### src/rtl/fetch_pc.sv
// Program counter and fetch sequencer for the instruction ROM: IDLE/ARM/RUN/DONE with
// priority redirects. Optional return stack is built when PC_RETURN_STACK_EN is defined.
module fetch_pc #(
  parameter int D         = 12,
  parameter int OFS_W     = 8,
  parameter int STK_DEPTH = 4
) (
  input  logic             clk,
  input  logic             reset,
  input  logic             start,
  input  logic             stall,
  input  logic             halt,
  input  logic             branch_en,
  input  logic [OFS_W-1:0] offset,
  input  logic             jump_en,
  input  logic [D-1:0]     target,
  input  logic             call_en,
  input  logic             ret_en,
  output logic [D-1:0]     prog_ctr,
  output logic             running,
  output logic             done,
  output logic             stk_err
);

  typedef enum logic [1:0] {
    S_IDLE = 2'd0,
    S_ARM  = 2'd1,
    S_RUN  = 2'd2,
    S_DONE = 2'd3
  } state_t;

  state_t         state_q, state_d;
  logic [D-1:0]   pc_q, pc_d;
  logic           done_q, done_d;
  logic [D-1:0]   pc_inc;
  logic [D-1:0]   ofs_ext;

  assign pc_inc  = pc_q + 1'b1;
  assign ofs_ext = D'($signed(offset));

`ifdef PC_RETURN_STACK_EN
  localparam int SP_W  = $clog2(STK_DEPTH + 1);
  localparam int IDX_W = (STK_DEPTH > 1) ? $clog2(STK_DEPTH) : 1;

  logic [D-1:0]     stk_q [STK_DEPTH];
  logic [SP_W-1:0]  sp_q, sp_d;
  logic             err_q, err_d;
  logic             push_we;
  logic [IDX_W-1:0] push_idx;
  logic [IDX_W-1:0] top_idx;
  logic             stk_full, stk_empty;

  assign stk_full  = (sp_q == SP_W'(STK_DEPTH));
  assign stk_empty = (sp_q == '0);
  assign top_idx   = IDX_W'(sp_q - 1'b1);
  assign stk_err   = err_q;
`else
  logic unused_stack_inputs;
  assign unused_stack_inputs = ^{call_en, ret_en};
  assign stk_err = 1'b0;
`endif

  always_comb begin
    state_d = state_q;
    pc_d    = pc_q;
`ifdef PC_RETURN_STACK_EN
    err_d    = err_q;
    sp_d     = sp_q;
    push_we  = 1'b0;
    push_idx = '0;
`endif
    unique case (state_q)
      S_IDLE: begin
        pc_d = '0;
        if (start) begin
          state_d = S_ARM;
`ifdef PC_RETURN_STACK_EN
          err_d = 1'b0;
          sp_d  = '0;
`endif
        end
      end
      S_ARM: begin
        pc_d = '0;
        if (!start) state_d = S_RUN;
      end
      S_RUN: begin
        // A restart request overrides every instruction-driven redirect.
        if (start) begin
          state_d = S_ARM;
          pc_d    = '0;
`ifdef PC_RETURN_STACK_EN
          err_d = 1'b0;
          sp_d  = '0;
`endif
        end else if (halt) begin
          state_d = S_DONE;
        end else if (stall) begin
          pc_d = pc_q;
`ifdef PC_RETURN_STACK_EN
        end else if (ret_en) begin
          if (stk_empty) begin
            pc_d  = pc_inc;
            err_d = 1'b1;
          end else begin
            pc_d = stk_q[top_idx];
            sp_d = sp_q - 1'b1;
          end
        end else if (call_en) begin
          pc_d    = target;
          push_we = 1'b1;
          // Overflow replaces the newest entry so the oldest return addresses survive.
          if (stk_full) begin
            push_idx = top_idx;
            err_d    = 1'b1;
          end else begin
            push_idx = IDX_W'(sp_q);
            sp_d     = sp_q + 1'b1;
          end
`endif
        end else if (jump_en) begin
          pc_d = target;
        end else if (branch_en) begin
          pc_d = pc_q + ofs_ext;
        end else begin
          pc_d = pc_inc;
        end
      end
      S_DONE: begin
        if (start) begin
          state_d = S_ARM;
          pc_d    = '0;
`ifdef PC_RETURN_STACK_EN
          err_d = 1'b0;
          sp_d  = '0;
`endif
        end
      end
      default: begin
        state_d = S_IDLE;
        pc_d    = '0;
      end
    endcase
    done_d = (state_d == S_DONE);
  end

  always_ff @(posedge clk or posedge reset) begin
    if (reset) begin
      state_q <= S_IDLE;
      pc_q    <= '0;
      done_q  <= 1'b0;
`ifdef PC_RETURN_STACK_EN
      err_q <= 1'b0;
      sp_q  <= '0;
`endif
    end else begin
      state_q <= state_d;
      pc_q    <= pc_d;
      done_q  <= done_d;
`ifdef PC_RETURN_STACK_EN
      err_q <= err_d;
      sp_q  <= sp_d;
`endif
    end
  end

`ifdef PC_RETURN_STACK_EN
  always_ff @(posedge clk) begin
    if (push_we) stk_q[push_idx] <= pc_inc;
  end
`endif

  assign prog_ctr = pc_q;
  assign running  = (state_q == S_RUN);
  assign done     = done_q;

endmodule

### config.mk
export PLATFORM = sky130hd
export DESIGN_NAME = fetch_pc
export DESIGN_NICKNAME = d
export VERILOG_FILES = /design/src/rtl/fetch_pc.sv
export SDC_FILE = /design/constraint.sdc
export NUM_CORES = 1
export LEC_CHECK = 0
export BUFFER_PORTS_ARGS = -buffer_cell sky130_fd_sc_hd__buf_2
export CORE_MARGIN = 4
export CORE_UTILIZATION = 56
export CTS_BUF_LIST = sky130_fd_sc_hd__clkbuf_8
export DETAILED_ROUTE_END_ITERATION = 8
export GPL_TIMING_DRIVEN = 1
export PLACE_DENSITY = 0.88
export SKIP_CTS_REPAIR_TIMING = 1
export SYNTH_ARGS = -nofsm -noshare
export SYNTH_HDL_FRONTEND = slang
export SYNTH_SLANG_ARGS = --single-unit
### constraint.sdc
create_clock -name clk -period 3.8 [get_ports clk]
set_clock_uncertainty 0.2 [all_clocks]
set_input_delay 0.38 -clock clk [delete_from_list [all_inputs] [get_ports clk]]
set_output_delay 0.38 -clock clk [all_outputs]
set_load 0.05 [all_outputs]
==> flow_summary.ini, run 1 <==
[setup_path]
critPathCapture = prog_ctr[8]$_DFFE_PP0P_
regToRegStartpoint = state_q[0]$_DFF_PP0_
cp_cell_sequence = buf_2, or2b_1, ha_1, inv_1, fa_1, nor2b_1, o31a_1, o311ai_1, a211oi_1, o21ai_0, o311ai_0
crit_fanout = 10
r2r-end = prog_ctr[8]$_DFFE_PP0P_
reg2regPathDepth = 8
critical_path.startpoint_type = input port
critical_path_depth = 11
cp_slowest_stage_delay_ps = 410
critPathArrivalTime_ps = 2570
cp_num_buf_inv = 2
timing_worst_setup_path_type = in -> reg
data_required_time_of_the_critical_path_ps = 3710
endpoint_kind = flop
cpMaxStageDelayCell = sky130_fd_sc_hd__o311ai_1
critical-path-top-delay-family = compound AO/OA/AOI/OAI gates
worst_r2r_setup_slack_ps = 1290
critical_path.startpoint = branch_en

[pwr]
netSwitchingFraction = 0.4045
vdd.ir_drop.worst_uv = 319.9
power_dissipated_by_switching_net_loads_uw = 220.5
combinationalPowerShare = 0.405
internal_power_uw = 324.6
clock_power_share = 0.237
pwr_density_cell_nw_per_um2 = 353.3
power.static_leakage_nw = 0.7727
seq_power_share = 0.358

[timing]
max_slew_headroom = 0.3139
report.final.hold_viol_count = 15
f_max_mhz = 376.4
maxSlewViolCount = 0
report.final.setup_viol = 0
fin_hold_ws_ps = -7.952
post-route-min-period_ps = 2657
fin_setup_tns_ps = 0
final_cycle_share = 0.6992
actual_transition_at_the_worst_max_transition_pin_ps = 1029
rsz0062_at_grt = false

[global_route]
grt_first_pass_wirelength_um = 5409
grt_start_max_net_pins = 16
grt_usage = 0.2091
number_of_antenna_violations_at_the_first_check_in_global_routing = 0
first_global_vias = 1276
grt_overflow = 0

[logic_synthesis]
synth_top_cells_by_area = sky130_fd_sc_hd__dfrtp_1 29%, sky130_fd_sc_hd__ha_1 9.7%, sky130_fd_sc_hd__a21oi_1 5.4%
postSynthRegisterBits = 15
sequential_cell_area_fraction_in_the_yosys_report = 0.2910
netlist-cell-type-count = 40
ys.warnings.count = 0
synth_top_area_cell = sky130_fd_sc_hd__dfrtp_1
synth.cell_area_sq_um = 1290
synth_enable_flop_cells = 0
mappedNetlistNets = 197
synth_area_per_cell_sq_um = 8.216
synthFlopType = sky130_fd_sc_hd__dfrtp_1
asyncSetResetFlopFracSynth = 1.000
synth_largest_type_area_fraction = 0.2910
netlist_instances = 157

[floorplanning]
die_h_um = 56.00
rows = 17
floorplan.initialDensity = 0.5831
die_area_sq_um = 3135
io_pins = 44
design.core.area_sq_um = 2212
die_width_um = 56.00

[route]
final_antenna_net_count = 0
viasPerCell = 5.865
detailroute.via_count = 1308
post-route-drc-count = 0
post_drt_wl_per_cell_um = 14.25
drt_first_iter_violations = 49
number_of_iterations_in_the_first_detailed_routing_pass = 5
final_routed_wirelength_across_all_metal_layers_um = 3178

[place]
dp_hpwl_um = 2485
globalplace.congestion = 0.8953
portBuffers = 40
detailed_place.area_sq_um = 1498

[job]
max_cap_viol_count = 0

[finish]
final_net_count = 236
seq_area_sq_um = 375.4
multiInputGateArea_sq_um = 853.3
final_layout_size_suffix_gt1_frac = 0.2667
antenna-diode-count = 0
fillers = 183
stdcell_area_sq_um = 1543
synthToLayoutAreaGrowth_pct = 19.59

[cts]
worst_skew_pair.late_latency_ps = 250
number_of_buffers_created_by_cts = 3
clockBufferDepth = 2
htreeDepth = 1
cts.clk_slew.worst_paths_ps = 60
cts-root-buf = sky130_fd_sc_hd__clkbuf_8
clock_sinks = 15
cts_tree = yes

[outcome]
violated_checks = negative hold slack
run_status = finished, violations left

[worst_hold_path]
hp-class = in -> async
-- placed cells by master, fill, tap and decap left out, types with 3 or more instances in the layout --
cell type | synthesis | final
sky130_fd_sc_hd__a21oi_1 | 14 | 14
sky130_fd_sc_hd__a22o_1 | 3 | 3
sky130_fd_sc_hd__a22oi_1 | 5 | 5
sky130_fd_sc_hd__and2_2 | 6 | 6
sky130_fd_sc_hd__buf_2 | 1 | 40
sky130_fd_sc_hd__clkbuf_8 | 0 | 3
sky130_fd_sc_hd__dfrtp_1 | 15 | 15
sky130_fd_sc_hd__ha_1 | 10 | 10
sky130_fd_sc_hd__inv_1 | 9 | 10
sky130_fd_sc_hd__mux2i_1 | 5 | 5
sky130_fd_sc_hd__nand2_1 | 16 | 16
sky130_fd_sc_hd__nand2b_1 | 3 | 3
sky130_fd_sc_hd__nor2_1 | 10 | 10
sky130_fd_sc_hd__nor2b_1 | 3 | 3
sky130_fd_sc_hd__nor3_1 | 3 | 3
sky130_fd_sc_hd__o21ai_0 | 13 | 13
sky130_fd_sc_hd__xnor2_1 | 7 | 7
-- flip-flops by register name (all words and copies together) (netlist names) --
name / count
state_q: 2
prog_ctr: 12
done: 1
-- layout make-up --
class	count	share of cell area
multi-input cells	127	0.5531
flip-flops and latches	15	0.2433
repair buffers	40	0.1298
clock buffers	3	0.02676
well taps	28	0.02271
inverters	9	0.02190
clock inverters	1	0.002433
-- synthesized netlist by cell type, types with 4 or more instances --
| cell | count |
|---|---|
| sky130_fd_sc_hd__inv_1 | 9 |
| sky130_fd_sc_hd__nand2_1 | 16 |
| sky130_fd_sc_hd__o21ai_0 | 13 |
| sky130_fd_sc_hd__mux2i_1 | 5 |
| sky130_fd_sc_hd__clkbuf_1 | 4 |
| sky130_fd_sc_hd__ha_1 | 10 |
| sky130_fd_sc_hd__dfrtp_1 | 15 |
| sky130_fd_sc_hd__a22oi_1 | 5 |
| sky130_fd_sc_hd__and2_2 | 6 |
| sky130_fd_sc_hd__nor2_1 | 10 |
| sky130_fd_sc_hd__a21oi_1 | 14 |
| sky130_fd_sc_hd__xnor2_1 | 7 |
-- power by group through the flow --
stage	combinational, mW	clock [mW]	sequential, mW
after floorplan	0.140	0	0.222
after global placement	0.208	0	0.196
after detailed placement	0.221	0	0.198
after CTS	0.222	0.131	0.195
after global routing	0.244	0.140	0.199
final	0.221	0.129	0.195
-- worst min path at each step --
stage / slack (ps) / endpoint / cells after the start / startpoint
global route: 30 / done$_DFF_PP0_ / 2 / reset
global placement: 270 / done$_DFF_PP0_ / 2 / reset
detailed placement: 280 / done$_DFF_PP0_ / 2 / reset
CTS: 9 / done$_DFF_PP0_ / 2 / reset
finish: -8 / done$_DFF_PP0_ / 2 / reset
floorplan: 80 / done$_DFF_PP0_ / 1 / reset
-- worst reg2reg max path, cell delays in order (launching register included) --
cell,delay [ps]
sky130_fd_sc_hd__dfrtp_1,420
sky130_fd_sc_hd__inv_1,90
sky130_fd_sc_hd__ha_1,240
sky130_fd_sc_hd__nand2b_1,110
sky130_fd_sc_hd__nor4_2,440
sky130_fd_sc_hd__nand2b_1,350
sky130_fd_sc_hd__a211oi_1,290
sky130_fd_sc_hd__o21ai_0,110
sky130_fd_sc_hd__o311ai_0,150
-- stage by stage --
step	worst slack (ps)	hold WS (ps)	instances	power [mW]	utilization
5_1_grt	958.4	32.65	223	0.5827	0.6974
6_report	1143	-7.952	223	0.5451	0.6974
3_5_place_dp	915.3	275.8	219	0.4191	0.6770
2_1_floorplan	1326	81.48	157	0.3622	-
3_3_place_gp	1048	270.6	219	0.4043	0.6770
4_1_cts	1166	9.152	223	0.5483	0.6974
-- kinds of logic (layout without fill, tap and decap cells) --
group | after synthesis | count (layout) | synth area share
adders and majority gates | 11 | 11 | 0.1125
AOI/OAI and AO/OA | 49 | 49 | 0.2376
muxes | 5 | 5 | 0.03880
buffers and inverters | 15 | 53 | 0.04752
and+or+nand+nor | 52 | 52 | 0.2085
xor gates and xnor gates | 9 | 9 | 0.06111
DFF | 15 | 15 | 0.2910
other | 1 | 1 | 0.002907
-- per-layer routing --
metal | track usage | share of wire | up-vias
met5 | 0 | 0 | -
met4 | 0.07119 | 0.017 | 0
met3 | 0.04408 | 0.074 | 11
met2 | 0.3723 | 0.50 | 65
met1 | 0.2460 | 0.41 | 609
li1 | - | - | 623
(Power assumes the default switching activity.)
==> run 2, diff against run 1 <==
ABC_AREA = 1   (was default)
CORE_UTILIZATION = 48   (was 56)
PLACE_DENSITY = 0.78   (was 0.88)
clock period = 2.2 ns   (was 3.8 ns; I/O delays follow)
==> run 2 against run 1 <==
The run now ends clean. Critical path depth stayed put. Wire length is 7.4% higher. Hold slack better by 74 ps. Total power is 110% higher. Critical path type is now reg -> reg. Largest cell class unchanged.
==> flow_summary.ini, run 2 <==
[place]
portBuffers = 40
place_worst_setup_slack_ps = 86.80
globalplace.congestion = 0.8553
placed_cells = 305
dp_hpwl_um = 2654
detailed_place.area_sq_um = 1677

[finish]
fillers = 291
largest_reg_flops = 12
multiInputGateArea_sq_um = 878.3
layout_common_cells = 79 x sky130_fd_sc_hd__nand2_1, 40 x sky130_fd_sc_hd__buf_2, 36 x sky130_fd_sc_hd__inv_1
final_layout_size_suffix_gt1_frac = 0.2079
layout_commonest_cell = sky130_fd_sc_hd__nand2_1
final_net_count = 320
seq_area_sq_um = 375.4
antenna-diode-count = 0
synthToLayoutAreaGrowth_pct = 20.02
finalNonFillerCells = 310
stdcell_area_sq_um = 1733
postLayoutCoreUtil = 0.6178

[setup_path]
timing.critical_path.mode_cell = sky130_fd_sc_hd__nand3_1
cpMaxStageDelayCell = sky130_fd_sc_hd__dfrtp_1
cp_cell_sequence = ha_1, inv_1, fa_1, inv_1, nand2_1, nand3_1, nand3_1, nand3_1, nand3_1, nand2_1, nand2_1
timing_worst_setup_path_type = reg -> reg
endpoint_kind = flop
crit_fanout = 4
cp_num_buf_inv = 2
reg2regPathDepth = 11
critical_path.startpoint_type = flop
critical_path_depth = 11
critPathArrivalTime_ps = 1950
critical-path-top-delay-family = simple AND/OR/NAND/NOR gates
data_required_time_of_the_critical_path_ps = 2150
cp_slowest_stage_delay_ps = 380

[logic_synthesis]
synth_top_area_cell = sky130_fd_sc_hd__dfrtp_1
synth_enable_flop_cells = 0
netlist_instances = 233
asyncSetResetFlopFracSynth = 1.000
netlist-cell-type-count = 26
synth_largest_type_area_fraction = 0.2600
synth_top_cells_by_area = sky130_fd_sc_hd__dfrtp_1 26%, sky130_fd_sc_hd__nand2_1 21%, sky130_fd_sc_hd__inv_1 9.4%
synth.cell_area_sq_um = 1444
yosysMostFrequentCell = sky130_fd_sc_hd__nand2_1
synthFlopType = sky130_fd_sc_hd__dfrtp_1
netlist_top_cells_count = 79 x sky130_fd_sc_hd__nand2_1, 36 x sky130_fd_sc_hd__inv_1, 28 x sky130_fd_sc_hd__nor2_1, 21 x sky130_fd_sc_hd__nand3_1, 15 x sky130_fd_sc_hd__dfrtp_1
mappedNetlistNets = 273
sequential_cell_area_fraction_in_the_yosys_report = 0.2600
ys.warnings.count = 0
postSynthRegisterBits = 15
synth_area_per_cell_sq_um = 6.197

[timing]
timing.final.ws_setup_ps = 201.5
report.final.setup_viol = 0
actual_transition_at_the_worst_max_transition_pin_ps = 630.1
final_cycle_share = 0.9084
post-route-min-period_ps = 1998
report.final.hold_viol_count = 0
maxSlewViolCount = 0
max_slew_headroom = 0.5795
f_max_mhz = 500.4
fin_hold_ws_ps = 66.46
rsz0062_at_grt = false
fin_setup_tns_ps = 0

[job]
max_cap_viol_count = 0

[worst_hold_path]
hp-class = in -> reg
timing.hold.worst_path_depth = 3

[floorplanning]
rows = 19
die_area_sq_um = 3949
floorplan.initialDensity = 0.5147
design.core.area_sq_um = 2805
io_pins = 44
die_h_um = 62.85
die_width_um = 62.85

[global_route]
met1_usage = 0.2336
grt_usage = 0.1844
grt_overflow = 0
gr-max-usage-layer = met2
first_global_vias = 1397
use_met3 = 0.03417
number_of_antenna_violations_at_the_first_check_in_global_routing = 0
grt_first_pass_wirelength_um = 5892
grt_start_max_net_pins = 19
gr-usage-met2 = 0.3116

[route]
number_of_iterations_in_the_first_detailed_routing_pass = 4
viasPerCell = 4.913
final_antenna_net_count = 0
post-route-drc-count = 0
final_routed_wirelength_across_all_metal_layers_um = 3413
post_drt_wl_per_cell_um = 11.01
detailroute.via_count = 1523
drt_first_iter_violations = 43

[pwr]
report.power.total_mw = 1.146
pwr_density_cell_nw_per_um2 = 661.2
vdd.ir_drop.worst_uv = 685.3
power.static_leakage_nw = 1.116

[cts]
number_of_buffers_created_by_cts = 3
clockBufferDepth = 2
worst_skew_pair.late_latency_ps = 250
cts_tree = yes
cts.clk_slew.worst_paths_ps = 70
htreeDepth = 1
cts-root-buf = sky130_fd_sc_hd__clkbuf_8
clock_sinks = 15

[outcome]
run_status = finished clean
==> run 2: changes by cell type in the layout (fill, tap and decap cells not counted), sizes merged, moves of 6 or more <==
cell	before	now
inv	10	37
o21ai	14	8
xnor2	7	1
a21oi	14	7
nand2	17	84
and2	9	0
nand3	2	21
nor2	10	29
==> run 2: power by group <==
part | switching, mW | internal [mW]
sequential | 0.0325 | 0.320
clock | 0.108 | 0.126
combinational | 0.381 | 0.179
total | 0.521 | 0.624
==> run 2: metal layers <==
layer  up-vias  part of all wire
met4         0             0.016
li1        811                 -
met3         5             0.055
met1       666              0.47
met5         -                 0
met2        41              0.46
==> run 2: kinds of logic after synthesis <==
kind of cell / count (synthesis) / share of synthesized area
fa+ha+maj: 11 / 0.1005
buf+inv: 43 / 0.1317
xor+xnor: 5 / 0.03033
compound gates: 22 / 0.08927
simple gates: 136 / 0.3856
flops: 15 / 0.2600
other cells: 1 / 0.002597
==> run 2: worst min-delay path: stages <==
cell                      delay, ps
sky130_fd_sc_hd__buf_2           90
sky130_fd_sc_hd__nor2_1          90
sky130_fd_sc_hd__o31ai_1         80
==> run 2: layout make-up <==
type	instances	share of cell area
Tap cell	31	0.02238
Timing Repair Buffer	46	0.1430
Inverter	39	0.08448
Clock inverter	1	0.002888
Sequential cell	15	0.2166
Multi-Input combinational cell	175	0.5069
Clock buffer	3	0.02383
==> run 2: worst paths after layout <==
kind                                             to  slack, ps                    start
min in group asynchronous            done$_DFF_PP0_        380                    reset
max in group asynchronous   prog_ctr[5]$_DFFE_PP0P_       1010                    reset
setup reg to reg           prog_ctr[10]$_DFFE_PP0P_        200  prog_ctr[0]$_DFFE_PP0P_
hold reg to reg             prog_ctr[5]$_DFFE_PP0P_        320  prog_ctr[5]$_DFFE_PP0P_
hold / removal              prog_ctr[0]$_DFFE_PP0P_         70                target[0]
setup / recovery           prog_ctr[10]$_DFFE_PP0P_        200  prog_ctr[0]$_DFFE_PP0P_
